File: config.mk
export PLATFORM = sky130hd
export DESIGN_NAME = alu_cmd_seq_flat
export DESIGN_NICKNAME = d
export VERILOG_FILES = /design/src/rtl/alu_cmd_seq_if.sv /design/src/rtl/alu_cmd_seq.sv /design/src/flat_wrapper.sv
export SDC_FILE = /design/constraint.sdc
export NUM_CORES = 1
export LEC_CHECK = 0
export ABC_AREA = 1
export ABC_CLOCK_PERIOD_IN_PS = 5200
export CAP_MARGIN = 5
export CORE_ASPECT_RATIO = 0.9
export CORE_MARGIN = 4
export CORE_UTILIZATION = 56
export CTS_CLUSTER_SIZE = 25
export DETAILED_ROUTE_END_ITERATION = 6
export HOLD_SLACK_MARGIN = 0.03
export PLACE_DENSITY = 0.88
export RECOVER_POWER = 25
export SYNTH_ARGS = -nofsm -noshare
export SYNTH_HDL_FRONTEND = slang
export SYNTH_SLANG_ARGS = --single-unit
File: constraint.sdc
create_clock -name clk -period 5.2 [get_ports clk]
set_input_delay 0.78 -clock clk [delete_from_list [all_inputs] [get_ports clk]]
set_output_delay 0.78 -clock clk [all_outputs]
set_load 0.02 [all_outputs]
File: src/rtl/alu_cmd_seq_if.sv
`default_nettype none
// ---------------------------------------------------------------------------
// alu_cmd_seq_if : command and result valid/ready channels of alu_cmd_seq
// Rev 1.0
// ---------------------------------------------------------------------------
interface alu_cmd_seq_if #(
   parameter int DATA_W = 8,
   parameter int SEL_W  = 3
);
   logic              cmd_valid;
   logic              cmd_ready;
   logic [DATA_W-1:0] cmd_A;
   logic [DATA_W-1:0] cmd_B;
   logic [SEL_W-1:0]  cmd_Sel;
   logic              res_valid;
   logic              res_ready;
   logic [DATA_W-1:0] res_Out;
   logic              res_Cout;
   logic [SEL_W-1:0]  res_Sel;

   modport master (
      output cmd_valid, cmd_A, cmd_B, cmd_Sel, res_ready,
      input  cmd_ready, res_valid, res_Out, res_Cout, res_Sel
   );

   modport slave (
      input  cmd_valid, cmd_A, cmd_B, cmd_Sel, res_ready,
      output cmd_ready, res_valid, res_Out, res_Cout, res_Sel
   );
endinterface
`default_nettype wire

File: src/rtl/alu_cmd_seq.sv
`default_nettype none
// ---------------------------------------------------------------------------
// alu_cmd_seq : flow-controlled issue/collect front-end for alu_8_bit
// Optional result checker enabled by macro ALU_SEQ_CHECK_EN.  Rev 1.0
// ---------------------------------------------------------------------------
module alu_cmd_seq #(
   parameter int DATA_W = 8,
   parameter int SEL_W  = 3,
   parameter int SETTLE = 1,
   parameter int DEPTH  = 4
) (
   input  wire logic              clk,
   input  wire logic              rst,
   alu_cmd_seq_if.slave           bus,
   output logic [DATA_W-1:0]      A,
   output logic [DATA_W-1:0]      B,
   output logic [SEL_W-1:0]       ALU_Sel,
   input  wire logic [DATA_W-1:0] Out,
   input  wire logic              Cout,
`ifdef ALU_SEQ_CHECK_EN
   output logic                   chk_err,
   output logic [7:0]             chk_cnt,
`endif
   output logic                   busy
);

   localparam int PTR_W = (DEPTH > 1) ? $clog2(DEPTH) : 1;
   localparam int CNT_W = PTR_W + 1;
   localparam int ENT_W = SEL_W + 1 + DATA_W;

   localparam logic [1:0]       c_IDLE    = 2'd0;
   localparam logic [1:0]       c_DRIVE   = 2'd1;
   localparam logic [1:0]       c_CAPTURE = 2'd2;
   localparam logic [3:0]       c_SETTLE_LD = 4'(SETTLE - 1);
   localparam logic [CNT_W-1:0] c_DEPTH     = CNT_W'(DEPTH);

   logic [1:0]       r_state;
   logic [3:0]       r_ctr;
   logic [ENT_W-1:0] r_mem [DEPTH];
   logic [PTR_W-1:0] r_wr_ptr;
   logic [PTR_W-1:0] r_rd_ptr;
   logic [CNT_W-1:0] r_count;

   logic             w_cmd_ready;
   logic             w_accept;
   logic             w_push;
   logic             w_pop;
   logic             w_valid;
   logic [ENT_W-1:0] w_head;

   assign w_cmd_ready = (r_state == c_IDLE) && (r_count < c_DEPTH);
   assign w_accept    = bus.cmd_valid && w_cmd_ready;
   assign w_push      = (r_state == c_CAPTURE);
   assign w_valid     = (r_count != '0);
   assign w_pop       = bus.res_ready && w_valid;
   assign w_head      = r_mem[r_rd_ptr];

   assign bus.cmd_ready = w_cmd_ready;
   assign bus.res_valid = w_valid;
   assign bus.res_Out   = w_valid ? w_head[DATA_W-1:0]      : '0;
   assign bus.res_Cout  = w_valid ? w_head[DATA_W]          : 1'b0;
   assign bus.res_Sel   = w_valid ? w_head[ENT_W-1:DATA_W+1] : '0;
   assign busy          = (r_state != c_IDLE);

   // Operands stay on the ALU inputs until the next accept, not just until capture.
   always_ff @(posedge clk or posedge rst) begin
      if (rst) begin
         r_state <= c_IDLE;
         r_ctr   <= '0;
         A       <= '0;
         B       <= '0;
         ALU_Sel <= '0;
      end else begin
         case (r_state)
            c_IDLE: begin
               if (w_accept) begin
                  A       <= bus.cmd_A;
                  B       <= bus.cmd_B;
                  ALU_Sel <= bus.cmd_Sel;
                  r_ctr   <= c_SETTLE_LD;
                  r_state <= c_DRIVE;
               end
            end
            c_DRIVE: begin
               if (r_ctr == '0) begin
                  r_state <= c_CAPTURE;
               end else begin
                  r_ctr <= r_ctr - 4'd1;
               end
            end
            c_CAPTURE: r_state <= c_IDLE;
            default:   r_state <= c_IDLE;
         endcase
      end
   end

   always_ff @(posedge clk) begin
      if (w_push) begin
         r_mem[r_wr_ptr] <= {ALU_Sel, Cout, Out};
      end
   end

   always_ff @(posedge clk or posedge rst) begin
      if (rst) begin
         r_wr_ptr <= '0;
         r_rd_ptr <= '0;
         r_count  <= '0;
      end else begin
         if (w_push) begin
            r_wr_ptr <= r_wr_ptr + 1'b1;
         end
         if (w_pop) begin
            r_rd_ptr <= r_rd_ptr + 1'b1;
         end
         case ({w_push, w_pop})
            2'b10:   r_count <= r_count + 1'b1;
            2'b01:   r_count <= r_count - 1'b1;
            default: r_count <= r_count;
         endcase
      end
   end

`ifdef ALU_SEQ_CHECK_EN
   logic [DATA_W-1:0] w_expect;
   logic [DATA_W-1:0] w_prod;

   assign w_prod = A * B;

   always_comb begin
      w_expect = '0;
      case (ALU_Sel[2:0])
         3'b000:  w_expect = A + B;
         3'b001:  w_expect = A - B;
         3'b010:  w_expect = A & B;
         3'b011:  w_expect = A | B;
         3'b100:  w_expect = A ^ B;
         3'b101:  w_expect = w_prod;
         3'b110:  w_expect = A >> 1;
         default: w_expect = A << 1;
      endcase
   end

   always_ff @(posedge clk or posedge rst) begin
      if (rst) begin
         chk_err <= 1'b0;
         chk_cnt <= '0;
      end else if (w_push && (Out != w_expect)) begin
         chk_err <= 1'b1;
         if (chk_cnt != 8'hFF) begin
            chk_cnt <= chk_cnt + 8'd1;
         end
      end
   end
`endif

endmodule
`default_nettype wire

File: src/flat_wrapper.sv
// flat-port wrapper written by rule: the top's interface ports become plain ports
module alu_cmd_seq_flat 
#(
   parameter int DATA_W = 8,
   parameter int SEL_W  = 3,
   parameter int SETTLE = 1,
   parameter int DEPTH  = 4
)
  (clk, rst, A, B, ALU_Sel, Out, Cout, busy, bus_cmd_valid, bus_cmd_A, bus_cmd_B, bus_cmd_Sel, bus_res_ready, bus_cmd_ready, bus_res_valid, bus_res_Out, bus_res_Cout, bus_res_Sel);
  alu_cmd_seq_if #(.DATA_W(DATA_W), .SEL_W(SEL_W)) bus_i ();
  input  wire logic clk;
  input  wire logic rst;
  output logic [DATA_W-1:0] A;
  output logic [DATA_W-1:0] B;
  output logic [SEL_W-1:0] ALU_Sel;
  input  wire logic [DATA_W-1:0] Out;
  input  wire logic Cout;
  output logic busy;
  input wire logic [$bits(bus_i.cmd_valid)-1:0] bus_cmd_valid;
  input wire logic [$bits(bus_i.cmd_A)-1:0] bus_cmd_A;
  input wire logic [$bits(bus_i.cmd_B)-1:0] bus_cmd_B;
  input wire logic [$bits(bus_i.cmd_Sel)-1:0] bus_cmd_Sel;
  input wire logic [$bits(bus_i.res_ready)-1:0] bus_res_ready;
  output wire logic [$bits(bus_i.cmd_ready)-1:0] bus_cmd_ready;
  output wire logic [$bits(bus_i.res_valid)-1:0] bus_res_valid;
  output wire logic [$bits(bus_i.res_Out)-1:0] bus_res_Out;
  output wire logic [$bits(bus_i.res_Cout)-1:0] bus_res_Cout;
  output wire logic [$bits(bus_i.res_Sel)-1:0] bus_res_Sel;
  assign bus_i.cmd_valid = bus_cmd_valid;
  assign bus_i.cmd_A = bus_cmd_A;
  assign bus_i.cmd_B = bus_cmd_B;
  assign bus_i.cmd_Sel = bus_cmd_Sel;
  assign bus_i.res_ready = bus_res_ready;
  assign bus_cmd_ready = bus_i.cmd_ready;
  assign bus_res_valid = bus_i.res_valid;
  assign bus_res_Out = bus_i.res_Out;
  assign bus_res_Cout = bus_i.res_Cout;
  assign bus_res_Sel = bus_i.res_Sel;
  alu_cmd_seq #(.DATA_W(DATA_W), .SEL_W(SEL_W), .SETTLE(SETTLE), .DEPTH(DEPTH)) u_core (.clk(clk), .rst(rst), .bus(bus_i), .A(A), .B(B), .ALU_Sel(ALU_Sel), .Out(Out), .Cout(Cout), .busy(busy));
endmodule
==> results_dict.tcl <==
set metrics [dict create \
    endpoint "bus_res_Out[3]" \
    grt_overflow 0 \
    ff_latch_area_sq_mm 0.00224 \
    seq_area_frac_synth 0.612 \
    dieArea_sq_mm 0.00790 \
    multi_input_area_sq_mm 0.00105 \
    crit_arrival_ps 2570 \
    synth_top_area_frac 0.393 \
    critPathRequiredTime_ps 4420 \
    dieHeight_um 84.7 \
    yosys-top-cells-count "96 x nand2_1, 62 x inv_1, 48 x edfxtp_1" \
    timing.rr.start "u_core.r_state[0]$_DFFE_PP0P_" \
    ios 66 \
    synth_flop_cell "edfxtp_1" \
    insertion_delay_ps 350 \
    cts_tree "built" \
    synthDistinctLibCells 28 \
    area_growth_pct 24.7 \
    status "finished, violations left" \
    path_max_fanout 27 \
    dp_cells 496 \
    syn_nets 396 \
    power.total_mw 2.79 \
    peakVddDrop_v 0.000358 \
    yosys_register_bits 80 \
    hold_ws_ps 492 \
    port-buffer-count 65 \
    rsz0062_at_grt "false" \
    core_sq_mm 0.00625 \
    r2r_cells 3 \
    drc 0 \
    dr_total_vias 2461 \
    setup_violations 0 \
    fin_util 0.731 \
    drive_gt1_frac 0.144 \
    synthCells 356 \
    max_freq_mhz 298 \
    p_leak_nw 2.06 \
    fillers 426 \
    worstMarginPinSlew_ps 1730 \
    place_area_sq_mm 0.00432 \
    syn_area_per_cell_sq_um 10.3 \
    relSlewSlack -0.152 \
    die_w_um 93.3 \
    cts.htree.levels 3 \
    hpwl_um 4670 \
    yosysTopAreaCell "edfxtp_1" \
    first_pass_iters 5 \
    ys_warn_count 0 \
    grt_pass1_wl_um 11700 \
    clock_sinks 80 \
    initial_core_util 0.586 \
    hold_viol_final 0 \
    via_per_inst 4.81 \
    numCtsBuffers 9 \
    hold_path.class "reg2reg" \
    diodes 0 \
    clock-root-buffer "clkbuf_8" \
    cts_hold_buffers 0 \
    drtAntennaViolNets 0 \
    async_reset_ff_frac 0.400 \
    violations "max-capacitance violations, max-slew violations" \
    crit_start "u_core.r_rd_ptr[0]$_DFFE_PP0P_" \
    cts.repair.resized 0 \
    grt_max_degree 44 \
    max-clock-path-buffers 2 \
    synth_edf_count 48 \
    gp_congestion 0.746 \
    row_count 27 \
    min_period_ps 3350 \
    fin_area_sq_mm 0.00457 \
    path_clk_slew_ps 80 \
    drv_cap 1 \
    fin_nets 460 \
    p_per_area_mw_per_mm2 610 \
    wl_um 7000 \
    dp_slack_ps 2210 \
    synth_area_leaders "edfxtp_1 39%, dfrtp_1 22%, nand2_1 9.8%" \
    finalSetupTns_ps 0 \
    syn_area_sq_mm 0.00366 \
    start_kind "flop" \
    postCtsSetupBuffers 0 \
    skew_ps 8.91 \
    cp-end-kind "primary output" \
    finalCritPeriodShare 0.645 \
    fin_cells 512 \
    first_global_vias 2440 \
    critPathKind "reg2out" \
    synth.most_common_cell "nand2_1" \
    antenna_found_initial 0 \
    drt_iter0_drc 94 \
    grt_usage 0.192 \
    wire_per_inst_um 13.7 \
    r2r-end "u_core.r_mem[1][10]$_DFFE_PP_" \
    r2r_slack_ps 3140 \
    slew_viol_final 33 \
    setup_ws_ps 1850 \
]
-- worst min path at each step --
| stage | slack (ps) | cells after the start | from | end |
|---|---|---|---|---|
| after CTS | 500 | 2 | u_core.B[4]$_DFFE_PP0P_ | u_core.B[4]$_DFFE_PP0P_ |
| after detailed placement | 470 | 2 | u_core.B[4]$_DFFE_PP0P_ | u_core.B[4]$_DFFE_PP0P_ |
| after global placement | 460 | 2 | u_core.r_count[1]$_DFFE_PP0P_ | u_core.r_count[1]$_DFFE_PP0P_ |
| after global routing | 510 | 2 | u_core.A[6]$_DFFE_PP0P_ | u_core.A[6]$_DFFE_PP0P_ |
| final | 490 | 2 | u_core.B[4]$_DFFE_PP0P_ | u_core.B[4]$_DFFE_PP0P_ |
| after floorplan | 450 | 1 | u_core.r_count[0]$_DFFE_PP0P_ | u_core.r_count[0]$_DFFE_PP0P_ |
-- logic make-up after synthesis --
kind of cell,count (synthesis),synth area share
and+or+nand+nor,152,0.186
buffers and inverters,79,0.0997
DFF,80,0.612
AOI/OAI and AO/OA,34,0.0659
xor gates and xnor gates,3,0.00717
adders and majority gates,8,0.0294
-- report_power, final --
group | total, mW | internal (mW) | leakage [nW] | switching, mW
logic | 1.22 | 0.523 | 1.10 | 0.698
clock network | 0.580 | 0.366 | 0.124 | 0.214
registers | 0.988 | 0.838 | 0.831 | 0.150
total | 2.79 | 1.73 | 2.06 | 1.06
-- worst max-delay path, stage by stage, from the launching register on --
cell and delay, ps:
dfrtp_1 930, inv_4 270, nand2_1 120, nand3_1 80, a21oi_1 180, clkdlybuf4s50_1 630
-- flip-flops by register name, summed over array words and instances, names as in the netlist --
| signal | flops |
|---|---|
| u_core.r_ctr | 4 |
| u_core.A | 8 |
| u_core.B | 8 |
| u_core.r_rd_ptr | 2 |
| u_core.r_state | 2 |
| u_core.r_count | 3 |
| u_core.r_wr_ptr | 2 |
| u_core.ALU_Sel | 3 |
| u_core.r_mem | 48 |
-- cell usage in the layout (no fill, tap or decap), drive strengths merged --
| cell type | count |
|---|---|
| a21oi | 13 |
| bufinv | 4 |
| clkbuf | 11 |
| clkdlybuf4s50 | 60 |
| clkinv | 2 |
| clkinvlp | 1 |
| dfrtp | 32 |
| dlygate4sd3 | 5 |
| edfxtp | 48 |
| fa | 1 |
| ha | 7 |
| inv | 65 |
| nand2 | 117 |
| nand3 | 20 |
| nand4 | 1 |
| nor2 | 12 |
| nor3 | 1 |
| o21ai | 21 |
| or2 | 1 |
| xnor2 | 2 |
| xor2 | 1 |
-- layer usage --
layer  vias to the layer above  GRT usage  part of all wire
met5                         -          0                 0
met4                         0     0.0759             0.015
met3                         8     0.0690             0.089
met2                        87      0.315              0.48
met1                      1130      0.232              0.41
li1                       1236          -                 -
-- layout make-up --
cell class | count | area share
Sequential cell | 80 | 0.491
Multi-Input combinational cell | 197 | 0.231
Timing Repair Buffer | 66 | 0.143
Inverter | 66 | 0.0548
Clock inverter | 6 | 0.0288
Clock buffer | 10 | 0.0279
Tap cell | 87 | 0.0238
(Power assumes the default switching activity.)
